==> src/rtl/mpc_constraint_slack_seq.sv <==
// Constraint-slack sequencer: reads bound e[i] from ROM, pairs it with streamed (G*u)[i]
// and emits saturated slack s[i] = e[i] - (G*u)[i] with a per-pass violation count.
//
// state   | meaning
// --------+-------------------------------------------------------------
// IDLE    | waiting for start; viol_count holds last pass result
// RD      | ROM read issued for current row
// LAT     | ROM data returns, captured into bound_r
// WAIT_GU | waiting for (G*u)[row] from upstream; slack computed on transfer
// OUT     | slack presented downstream until accepted
// DONE    | one-cycle end-of-pass pulse
module mpc_constraint_slack_seq #(
   parameter int DataWidth    = 20,
   parameter int AddressWidth = 3,
   parameter int NumRows      = 8
) (
   input  logic                    clk,
   input  logic                    reset,
   input  logic                    start,
   output logic                    idle,
   output logic                    done,
   output logic [AddressWidth-1:0] rom_address0,
   output logic                    rom_ce0,
   input  logic [DataWidth-1:0]    rom_q0,
   input  logic [DataWidth-1:0]    gu_data,
   input  logic                    gu_valid,
   output logic                    gu_ready,
   output logic [DataWidth-1:0]    slack_data,
   output logic                    slack_viol,
   output logic                    slack_valid,
   input  logic                    slack_ready,
   output logic [AddressWidth:0]   viol_count
);

   typedef enum logic [2:0] {
      S_IDLE    = 3'd0,
      S_RD      = 3'd1,
      S_LAT     = 3'd2,
      S_WAIT_GU = 3'd3,
      S_OUT     = 3'd4,
      S_DONE    = 3'd5
   } state_t;

   localparam logic [AddressWidth-1:0] LastRow  = AddressWidth'(NumRows - 1);
   localparam logic [AddressWidth-1:0] RowOne   = AddressWidth'(1);
   localparam logic [AddressWidth:0]   CountOne = (AddressWidth + 1)'(1);
   localparam logic [DataWidth-1:0]    SatMax   = {1'b0, {(DataWidth-1){1'b1}}};
   localparam logic [DataWidth-1:0]    SatMin   = {1'b1, {(DataWidth-1){1'b0}}};

   state_t                  state, state_nxt;
   logic [AddressWidth-1:0] row;
   logic [DataWidth-1:0]    bound_r;
   logic [DataWidth:0]      diff;
   logic [DataWidth-1:0]    sat;

   // One extra bit holds the exact difference; top two bits disagreeing means overflow.
   always_comb begin
      diff = {bound_r[DataWidth-1], bound_r} - {gu_data[DataWidth-1], gu_data};
      sat  = diff[DataWidth-1:0];
      if (diff[DataWidth] != diff[DataWidth-1]) begin
         sat = diff[DataWidth] ? SatMin : SatMax;
      end
   end

   always_ff @(posedge clk or negedge reset) begin
      if (!reset) begin
         state <= S_IDLE;
      end else begin
         state <= state_nxt;
      end
   end

   always_comb begin
      state_nxt = state;
      idle      = 1'b0;
      done      = 1'b0;
      rom_ce0   = 1'b0;
      gu_ready  = 1'b0;
      case (state)
         S_IDLE: begin
            idle = 1'b1;
            if (start) state_nxt = S_RD;
         end
         S_RD: begin
            rom_ce0   = 1'b1;
            state_nxt = S_LAT;
         end
         S_LAT: state_nxt = S_WAIT_GU;
         S_WAIT_GU: begin
            gu_ready = 1'b1;
            if (gu_valid) state_nxt = S_OUT;
         end
         S_OUT: begin
            if (slack_ready) state_nxt = (row == LastRow) ? S_DONE : S_RD;
         end
         S_DONE: begin
            done      = 1'b1;
            state_nxt = S_IDLE;
         end
         default: state_nxt = S_IDLE;
      endcase
   end

   // row only moves on OUT->RD or at start, so it doubles as the held ROM address.
   assign rom_address0 = row;

   always_ff @(posedge clk or negedge reset) begin
      if (!reset) begin
         row         <= '0;
         bound_r     <= '0;
         slack_data  <= '0;
         slack_viol  <= 1'b0;
         slack_valid <= 1'b0;
         viol_count  <= '0;
      end else begin
         case (state)
            S_IDLE: begin
               if (start) begin
                  row        <= '0;
                  viol_count <= '0;
               end
            end
            S_LAT: bound_r <= rom_q0;
            S_WAIT_GU: begin
               if (gu_valid) begin
                  slack_data  <= sat;
                  slack_viol  <= sat[DataWidth-1];
                  slack_valid <= 1'b1;
                  if (sat[DataWidth-1]) viol_count <= viol_count + CountOne;
               end
            end
            S_OUT: begin
               if (slack_ready) begin
                  slack_valid <= 1'b0;
                  if (row != LastRow) row <= row + RowOne;
               end
            end
            default: ;
         endcase
      end
   end

endmodule

==> config.mk <==
export PLATFORM = sky130hd
export DESIGN_NAME = mpc_constraint_slack_seq
export DESIGN_NICKNAME = d
export VERILOG_FILES = /design/src/rtl/mpc_constraint_slack_seq.sv
export SDC_FILE = /design/constraint.sdc
export NUM_CORES = 1
export LEC_CHECK = 0
export ABC_CLOCK_PERIOD_IN_PS = 8100
export BUFFER_PORTS_ARGS = -buffer_cell sky130_fd_sc_hd__buf_2
export CORE_ASPECT_RATIO = 1.2
export CORE_MARGIN = 4
export CORE_UTILIZATION = 45
export CTS_BUF_LIST = sky130_fd_sc_hd__clkbuf_8 sky130_fd_sc_hd__clkbuf_16
export DETAILED_ROUTE_END_ITERATION = 7
export GPL_TIMING_DRIVEN = 0
export HOLD_SLACK_MARGIN = 0.12
export PLACE_DENSITY = 0.72
export SLEW_MARGIN = 20
export SYNTH_ARGS = -nofsm -noshare
export SYNTH_HDL_FRONTEND = slang
export SYNTH_SLANG_ARGS = --single-unit
==> constraint.sdc <==
create_clock -name clk -period 8.1 [get_ports clk]
set_input_delay 2.025 -clock clk [delete_from_list [all_inputs] [get_ports clk]]
set_output_delay 2.025 -clock clk [all_outputs]
set_load 0.05 [all_outputs]
; Word-level counts from Yosys, hierarchy flattened
; Index checks and enable logic that the tools add are counted.
[word_totals]
reg_bits = 52
in_bits = 45
out_inout_bits = 33
word_cells = 54
[classes]
add_sub_neg = 3
eq_ne = 13
n_mux = 22
reduce_logical = 9
[ops]
columns = op, count
row1 = two-way mux 20 bit, 2
row2 = two-way mux 3 bit, 7
row3 = subtractor 20 x 20 -> 21 bit, 1
row4 = one-hot mux 3 bit (5 select lines), 1
row5 = two-way mux 4 bit, 3
row6 = "inequality test 2 bit, second input constant", 5
row7 = "equality test 3 bit, second input constant", 3
row8 = one-hot mux 4 bit (2 select lines), 1
row9 = AND reduction 4 bit, 2
row10 = "equality test 3 x 2 -> 1 bit, second input constant", 2
row11 = two-way mux 1 bit, 6
row12 = one-hot mux 3 bit (2 select lines), 1
row13 = AND reduction 3 bit, 2
row14 = nonzero test 2 bit, 3
row15 = "adder 4 x 1 -> 4 bit, second input constant", 1
row16 = "adder 3 x 1 -> 3 bit, second input constant", 1
row17 = "equality test 3 x 1 -> 1 bit, second input constant", 1
row18 = logical NOT 3 bit, 1
row19 = "inequality test 3 bit, second input constant", 1
row20 = one-hot mux 1 bit (2 select lines), 1
row21 = AND reduction 2 bit, 1
row22 = inequality test 1 bit, 1

; Longest topological paths before layout
; Gate-level depths: netlist of the first run.
[logic_depth]
ltp_word = 6
depth_mapped = 13
ltp_nobuf = 12

; Worst setup path before layout of the first run
; No wires, ideal clock.
[synth_timing]
path_kind = input-to-reg
startpoint = input gu_data[17]
endpoint = register slack_data[18]
setup_time_ns = 0.069
arrival_time_ns = 4.388
required_ns = 8.031
slack_ns = 3.642
path_stages = 11
path_buffers = 1
path_cell_list = inv_1 ha_1 buf_6 and3_1 a221o_1 a21o_1 a2111oi_2 o211ai_2 nand2_2 or4b_1 nand3_1
[synth_between]
elab_chain_len = 3
word_cells_on_any_way = 4
cone_classes = add/sub: 1 / eq/ne: 1 / mux: 2
[synth_lines]
columns = item, line
row1 = start: declaration, 25  ; input logic [DataWidth-1:0] gu_data,
row2 = subtractor 20 x 20 -> 21 bit *, 58  ; diff = {bound_r[DataWidth-1], bound_r} - {gu_data[DataWidth-1], gu_data};
row3 = two-way mux 20 bit / inequality test 1 bit (equally long branches), "61, 60"
row4 = two-way mux 20 bit *, 60  ; if (diff[DataWidth] != diff[DataWidth-1]) begin
row5 = end signal: assignment, 126  ; slack_data <= sat;
row6 = end: declaration, 28  ; output logic [DataWidth-1:0] slack_data,
; Every way passes the cells marked *; elsewhere a longest branch is shown, timed or not.
; A chain may end at the register's enable or synchronous reset.

; Worst setup path after layout of the first run
[layout_timing]
startpoint = input gu_data[1]
endpoint = register slack_data[1]
; The elaborated chain is that of the path after synthesis.

==> summary.md, run 1 <==
| Metric | Value |
|---|---|
| Status | `completed` |
| WL final | `7640 µm` |
| Combinational power share | `66.8%` |
| First-pass GRT wire length | `12900 µm` |
| Synth warn | `0` |
| 1st-pass router iterations | `4` |
| Finished Cell Area | `0.00394 mm²` |
| Post-route clock skew | `0.00372 ns` |
| Die W | `86.5 µm` |
| Flops & latches, synth | `51` |
| Clock latency on the worst-skew pair | `0.30 ns` |
| Clock Power Share | `9.5%` |
| Clock Sinks | `51` |
| Hold WC Path Type | `flop to flop` |
| Seq pwr share | `23.7%` |
| DRT iter0 DRCs | `144` |
| LEAKAGE | `1.96 nW` |
| # fillers | `721` |
| Post-synth EDFFs | `0` |
| CTS tree | `built` |
| Critical path class | `primary input to flop` |
| Max transition margin | `50.1%` |
| Fmax | `223 MHz` |
| Nets@finish | `525` |
| Top cell type's share of synthesized area | `38.3%` |
| Mapped Area | `0.00333 mm²` |
| Fin crit share | `55.2%` |
| Wirelength per Cell | `14.0 µm` |
| N_diodes | `0` |
| Final-report hold violation count | `0` |
| Layout cells sized above 1 | `25.9%` |
| Largest area contributor in the netlist | `dfrtp_1` |
| Setup violators final | `0` |
| Max VDD drop | `225 µV` |
| Top Metal Used | `met4` |
| Tmin final | `4.47 ns` |
| Clock buffer depth | `2` |
| Max cap viols | `0` |
| CP Launch Point | `gu_data[1]` |
| Syn nets | `441` |
| Max FO, Critical Path | `10` |
| Die Y | `102 µm` |
| Largest net degree at the start of global routing | `52` |
| PortBufs | `77` |
| Post-synth ARST share | `100%` |
| Wire length on met2 | `3900 µm` |
| Initial antenna violation count | `0` |
| RSZ-0062 raised after global routing | `no` |
| Starting density of the core | `46.1%` |
| Top FF cell, synth | `dfrtp_1` |
| RR Endpoint | `slack_data[0]` |
| Core area | `0.00723 mm²` |
| GRT Residual Overflow | `0` |
| Internal power | `0.901 mW` |
| Number of buffers created by CTS | `5` |
| Critical path endpoint | `slack_data[1]` |
| Met3 routed WL | `325 µm` |
| Sw frac | `50.9%` |
| Critical path required time | `8.33 ns` |
| Post-CTS setup buffers | `0` |
| Avg Inst Size Synth | `8.95 µm²` |
| Post-DP HPWL | `6080 µm` |
| Synth cell types | `54` |
| CTS resizes | `0` |
| Vias in the first global route | `2877` |
| Slew at the pin closest to its max-slew limit | `0.739 ns` |
| Hold buffers post-CTS | `0` |
| Post-layout util | `54.4%` |
| Die area | `0.00885 mm²` |
| # DRC | `0` |
| Register area share after synthesis | `38.3%` |
| Io pins | `78` |
| Crit end category | `flop` |
| Post-synthesis cell count | `372` |
| Launch point of the worst reg-to-reg path | `bound_r[0]` |
| Vias per cell | `5.39` |
| Metal-1 WL | `3260 µm` |
| TNS Setup | `0 ns` |
| Cell Rows | `34` |
| GRT Util Overall | `18.0%` |
| Clock root buffer | `clkbuf_8` |
| DR vias | `2941` |
| Crit path DAT | `4.70 ns` |
| R2r setup slk | `5.01 ns` |
| Worst Setup Start Kind | `primary input` |
| Area contributors post-synth | `dfrtp_1 38%, ha_1 8.6%, mux2_2 7.4%` |
| Synthesis-to-finish area growth | `18.2%` |
| Psw | `0.934 mW` |
| R2R cell count | `13` |
| Max Slew Vio Count | `0` |
| Final Wtd Congestion | `0.898` |
| H-tree levels | `2` |
| Overall Power | `1.83 mW` |
| Power density over the cells | `466 mW/mm²` |
| Clock-pin transition on the worst setup and hold timing paths | `0.09 ns` |
| Placement-stage cell area | `0.00383 mm²` |
| DRT antenna net count | `0` |
==> metal layers <==
metal | up-vias | GRT usage, %
met3 | 11 | 2.66
met5 | - | 0
met2 | 66 | 32.2
met1 | 1383 | 22.3
li1 | 1481 | -
met4 | 0 | 5.76
==> worst min-delay path by stage <==
stage                  startpoint       endpoint  cells past startpoint  slack, ns
global placement    slack_data[3]  slack_data[3]                      2       0.46
global route        slack_data[6]  slack_data[6]                      2       0.51
floorplan             bound_r[10]    bound_r[10]                      1       0.48
detailed placement  slack_data[3]  slack_data[3]                      2       0.46
CTS                 slack_data[3]  slack_data[3]                      2       0.49
finish              slack_data[3]  slack_data[3]                      2       0.49
==> critical path, cell delays in order <==
cell	delay [ns]
buf_2	0.10
inv_1	0.11
ha_1	0.24
nor2b_1	0.14
o31a_1	0.27
o41ai_1	0.62
o21a_1	0.33
o211ai_2	0.19
nor2_4	0.23
buf_4	0.21
o21ai_0	0.09
o21ai_0	0.15
==> cell usage in the layout, fill, tap and decap left out, types with 7 or more instances in the layout <==
| master | Yosys | layout |
|---|---|---|
| nor3_1 | 7 | 7 |
| dfrtp_1 | 51 | 51 |
| inv_1 | 30 | 30 |
| nand2_1 | 34 | 34 |
| nand3_1 | 12 | 12 |
| ha_1 | 23 | 23 |
| clkbuf_1 | 9 | 9 |
| buf_2 | 2 | 78 |
| mux2_2 | 22 | 22 |
| o21ai_0 | 43 | 43 |
| and3_1 | 7 | 7 |
| a21oi_1 | 23 | 23 |
| nor2_1 | 23 | 23 |
==> metrics by stage <==
stage                     hold slack [ns]  instances  setup slack [ns]
final                               0.486        546              3.63
after global routing                0.509        546              3.30
after floorplan                     0.485        372              3.64
after detailed placement            0.465        539              3.30
after CTS                           0.486        546              3.61
after global placement              0.462        539              3.41
==> cell usage after synthesis, types with 7 or more instances <==
| cell | number |
|---|---|
| mux2_2 | 22 |
| dfrtp_1 | 51 |
| and3_1 | 7 |
| nand3_1 | 12 |
| nand2_1 | 34 |
| o21ai_0 | 43 |
| a21oi_1 | 23 |
| nor2_1 | 23 |
| clkbuf_1 | 9 |
| nor3_1 | 7 |
| inv_1 | 30 |
| ha_1 | 23 |
==> layout make-up <==
cell class / count / area [µm²] / area share [%]
timing repair buffer: 77 / 388 / 9.85
clock buffer: 5 / 68.8 / 1.75
sequential: 51 / 1280 / 32.4
tap: 90 / 113 / 2.86
clock inverter: 2 / 37.5 / 0.953
multi-input combinational: 277 / 1870 / 47.5
inverter: 30 / 113 / 2.86
buffer: 14 / 70.1 / 1.78
==> flip-flops by register name, indices dropped and copies added, names as in the netlist <==
register	flops
state	3
slack_valid	1
slack_data	20
rom_address0	3
viol_count	4
bound_r	20
==> cell families (layout without fill, tap and decap cells) <==
family / after synthesis / in the layout / synth area share [%]
multiplexers: 23 / 23 / 7.74
AO/OA/AOI/OAI: 110 / 110 / 20.3
adder cells (fa/ha/maj): 24 / 24 / 9.24
AND/OR/NAND/NOR: 110 / 110 / 16.3
buffers and inverters: 44 / 128 / 5.48
XOR/XNOR: 10 / 10 / 2.63
flip-flops: 51 / 51 / 38.3
==> power by group through the flow <==
stage	combinational, mW	sequential [mW]	clock [mW]
global placement	1.20	0.437	0
CTS	1.23	0.436	0.181
finish	1.23	0.435	0.174
floorplan	0.774	0.615	0
detailed placement	1.22	0.442	0
global route	1.36	0.452	0.191
No activity file was read; power rests on OpenSTA's default activity.
==> run 2: changes to the inputs <==
--- a/config.mk
+++ b/config.mk
@@ -5,7 +5,8 @@
 export SDC_FILE = /design/constraint.sdc
 export NUM_CORES = 1
 export LEC_CHECK = 0
-export ABC_CLOCK_PERIOD_IN_PS = 8100
+export ABC_AREA = 1
+export ABC_CLOCK_PERIOD_IN_PS = 3700
 export BUFFER_PORTS_ARGS = -buffer_cell sky130_fd_sc_hd__buf_2
 export CORE_ASPECT_RATIO = 1.2
 export CORE_MARGIN = 4
@@ -14,7 +15,7 @@
 export DETAILED_ROUTE_END_ITERATION = 7
 export GPL_TIMING_DRIVEN = 0
 export HOLD_SLACK_MARGIN = 0.12
-export PLACE_DENSITY = 0.72
+export PLACE_DENSITY = 0.74
 export SLEW_MARGIN = 20
 export SYNTH_ARGS = -nofsm -noshare
 export SYNTH_HDL_FRONTEND = slang
==> constraint.sdc (replaced) <==
create_clock -name clk -period 3.7 [get_ports clk]
set_input_delay 0.925 -clock clk [delete_from_list [all_inputs] [get_ports clk]]
set_output_delay 0.925 -clock clk [all_outputs]
set_load 0.05 [all_outputs]
==> summary.md, run 2 <==
| Metric | Value |
|---|---|
| Clock root buffer | `clkbuf_8` |
| DRT iter0 DRCs | `152` |
| Largest net degree at the start of global routing | `29` |
| Post-synth ARST share | `100%` |
| Critical path class | `primary input to flop` |
| WL final | `8570 µm` |
| Commonest non-fill, non-tap cell in the layout | `nand2_1` |
| Clock-pin transition on the worst setup and hold timing paths | `0.10 ns` |
| Slew at the pin closest to its max-slew limit | `0.573 ns` |
| GRT Residual Overflow | `0` |
| Top FF cell, synth | `dfrtp_1` |
| LEAKAGE | `2.47 nW` |
| Top flop regs | `bound_r x20, slack_data x20, viol_count x4` |
| Crit end category | `flop` |
| PortBufs | `77` |
| Layout cells sized above 1 | `23.6%` |
| Setup violators final | `0` |
| Final Wtd Congestion | `0.868` |
| Max FO, Critical Path | `10` |
| Final-report hold violation count | `0` |
| Die W | `89.7 µm` |
| Crit path DAT | `2.91 ns` |
| Max VDD drop | `322 µV` |
| Clock latency on the worst-skew pair | `0.31 ns` |
| Post-DP HPWL | `7150 µm` |
| Clock Sinks | `51` |
| Tmin final | `2.71 ns` |
| CTS resizes | `0` |
| Worst Setup Start Kind | `primary input` |
| Synthesis-to-finish area growth | `16.8%` |
| Max Slew Vio Count | `0` |
| Top cell type's share of synthesized area | `35.4%` |
| Power density over the cells | `973 mW/mm²` |
| DRT antenna net count | `0` |
| N_diodes | `0` |
| Most frequent cells in the layout | `143 x nand2_1, 89 x inv_1, 79 x buf_2` |
| Post-route clock skew | `0.0138 ns` |
| Die area | `0.00952 mm²` |
| GRT Util Overall | `19.0%` |
| Critical path required time | `3.90 ns` |
| H-tree levels | `2` |
| 1st-pass router iterations | `4` |
| Hold WC Path Type | `flop to flop` |
| Hold buffers post-CTS | `0` |
| First-pass GRT wire length | `15000 µm` |
| Cell Rows | `35` |
| Vias in the first global route | `3298` |
| Number of buffers created by CTS | `5` |
| Largest area contributor in the netlist | `dfrtp_1` |
| Avg Inst Size Synth | `7.41 µm²` |
| Vias per cell | `4.91` |
| DR vias | `3262` |
| Max transition margin | `61.8%` |
| CTS tree | `built` |
| Clock buffer depth | `2` |
| Finished Cell Area | `0.00421 mm²` |
| Synth cell types | `30` |
| Area contributors post-synth | `dfrtp_1 35%, nand2_1 15%, inv_1 9.2%` |
| Starting density of the core | `46.6%` |
| Initial antenna violation count | `0` |
| Core area | `0.00775 mm²` |
| Post-Place Setup Slack | `0.645 ns` |
| Synth warn | `0` |
| Fmax | `369 MHz` |
| Most frequent cells after synthesis | `143 x nand2_1, 88 x inv_1, 51 x dfrtp_1, 40 x a21oi_1, 24 x nor2_1` |
| Most frequent cell after synthesis | `nand2_1` |
| TNS Setup | `0 ns` |
| Syn nets | `556` |
| Flops & latches, synth | `51` |
| # DRC | `0` |
| Register area share after synthesis | `35.4%` |
| RSZ-0062 raised after global routing | `no` |
| Setup ws final | `0.993 ns` |
| Status | `completed` |
| Placement-stage cell area | `0.00413 mm²` |
| Nets@finish | `641` |
| Io pins | `78` |
| Max cap viols | `0` |
| Die Y | `106 µm` |
| Mapped Area | `0.00361 mm²` |
| Post-synthesis cell count | `487` |
| Fin crit share | `73.2%` |
| Post-CTS setup buffers | `0` |
| Wirelength per Cell | `12.9 µm` |
| Post-synth EDFFs | `0` |
==> run 2: cell types whose count changed after synthesis, sizes merged, moves of 7 or more <==
| cell | previous run | this run |
|---|---|---|
| o21ai | 47 | 4 |
| nand2 | 35 | 144 |
| or2 | 2 | 21 |
| nand4 | 2 | 10 |
| a21oi | 23 | 41 |
| and3 | 7 | 0 |
| nand3 | 12 | 24 |
| inv | 30 | 88 |
| clkbuf | 9 | 1 |
==> run 2: stage by stage <==
step | util [%] | std cells | total power [mW] | hold WS (ns)
after floorplan | - | 487 | 3.13 | 0.483
after global placement | 53.0 | 656 | 3.72 | 0.474
after detailed placement | 53.3 | 657 | 3.78 | 0.486
after CTS | 54.4 | 665 | 4.12 | 0.510
after global routing | 54.4 | 665 | 4.50 | 0.529
final | 54.4 | 665 | 4.10 | 0.501
==> run 2: cells by family (layout without fill, tap and decap cells) <==
family | Yosys count | count (layout) | share of synthesized area [%]
xor gates and xnor gates | 14 | 14 | 3.40
DFF | 51 | 51 | 35.4
adders and majority gates | 24 | 24 | 8.53
AOI/OAI and AO/OA | 54 | 54 | 8.43
muxes | 19 | 19 | 5.93
buffers and inverters | 95 | 181 | 10.5
and+or+nand+nor | 230 | 230 | 27.9
==> run 2: cell type report <==
| class | count | area (µm²) |
|---|---|---|
| repair buffers | 78 | 405 |
| flip-flops and latches | 51 | 1280 |
| clock inverters | 3 | 16.3 |
| plain buffers | 7 | 47.5 |
| well taps | 92 | 115 |
| clock buffers | 5 | 68.8 |
| inverters | 88 | 330 |
| fillers | 778 | 3540 |
| multi-input cells | 341 | 1950 |
==> run 2: path summary, 6_finish.rpt <==
check | cells after the start | from | slack (ns) | to
worst max-delay path | 12 | gu_data[15] | 0.99 | slack_data[13]
worst min-delay path | 2 | slack_data[4] | 0.50 | slack_data[4]
worst max register to register | 13 | bound_r[0] | 1.26 | slack_data[13]
worst min register to register | 2 | slack_data[4] | 0.50 | slack_data[4]
max in group asynchronous | 2 | reset | 2.55 | slack_data[18]
min in group asynchronous | 1 | reset | 0.59 | bound_r[9]
==> run 2: power breakdown <==
group | switching (mW) | leakage, nW | total (mW) | internal [mW]
sequential | 0.134 | 0.603 | 0.945 | 0.811
clock | 0.191 | 0.0453 | 0.321 | 0.130
combinational | 1.88 | 1.83 | 2.83 | 0.952
total | 2.21 | 2.47 | 4.10 | 1.89
==> run 2: metal layers <==
layer | track usage [%] | part of all wire [%] | vias to the layer above
met4 | 4.93 | 1.1 | 0
met2 | 35.1 | 50 | 61
met1 | 23.5 | 46 | 1497
met5 | 0 | 0 | -
li1 | - | - | 1696
met3 | 2.12 | 3.5 | 8
==> run 2: critical path: stages <==
cell and delay, ns:
buf_2 0.07, inv_1 0.03, ha_1 0.35, a21oi_1 0.23, nand2_1 0.11, a21oi_1 0.27
nand3_1 0.14, nand2_1 0.08, nand2_1 0.11, a21oi_4 0.32, buf_6 0.19, a21oi_1 0.07
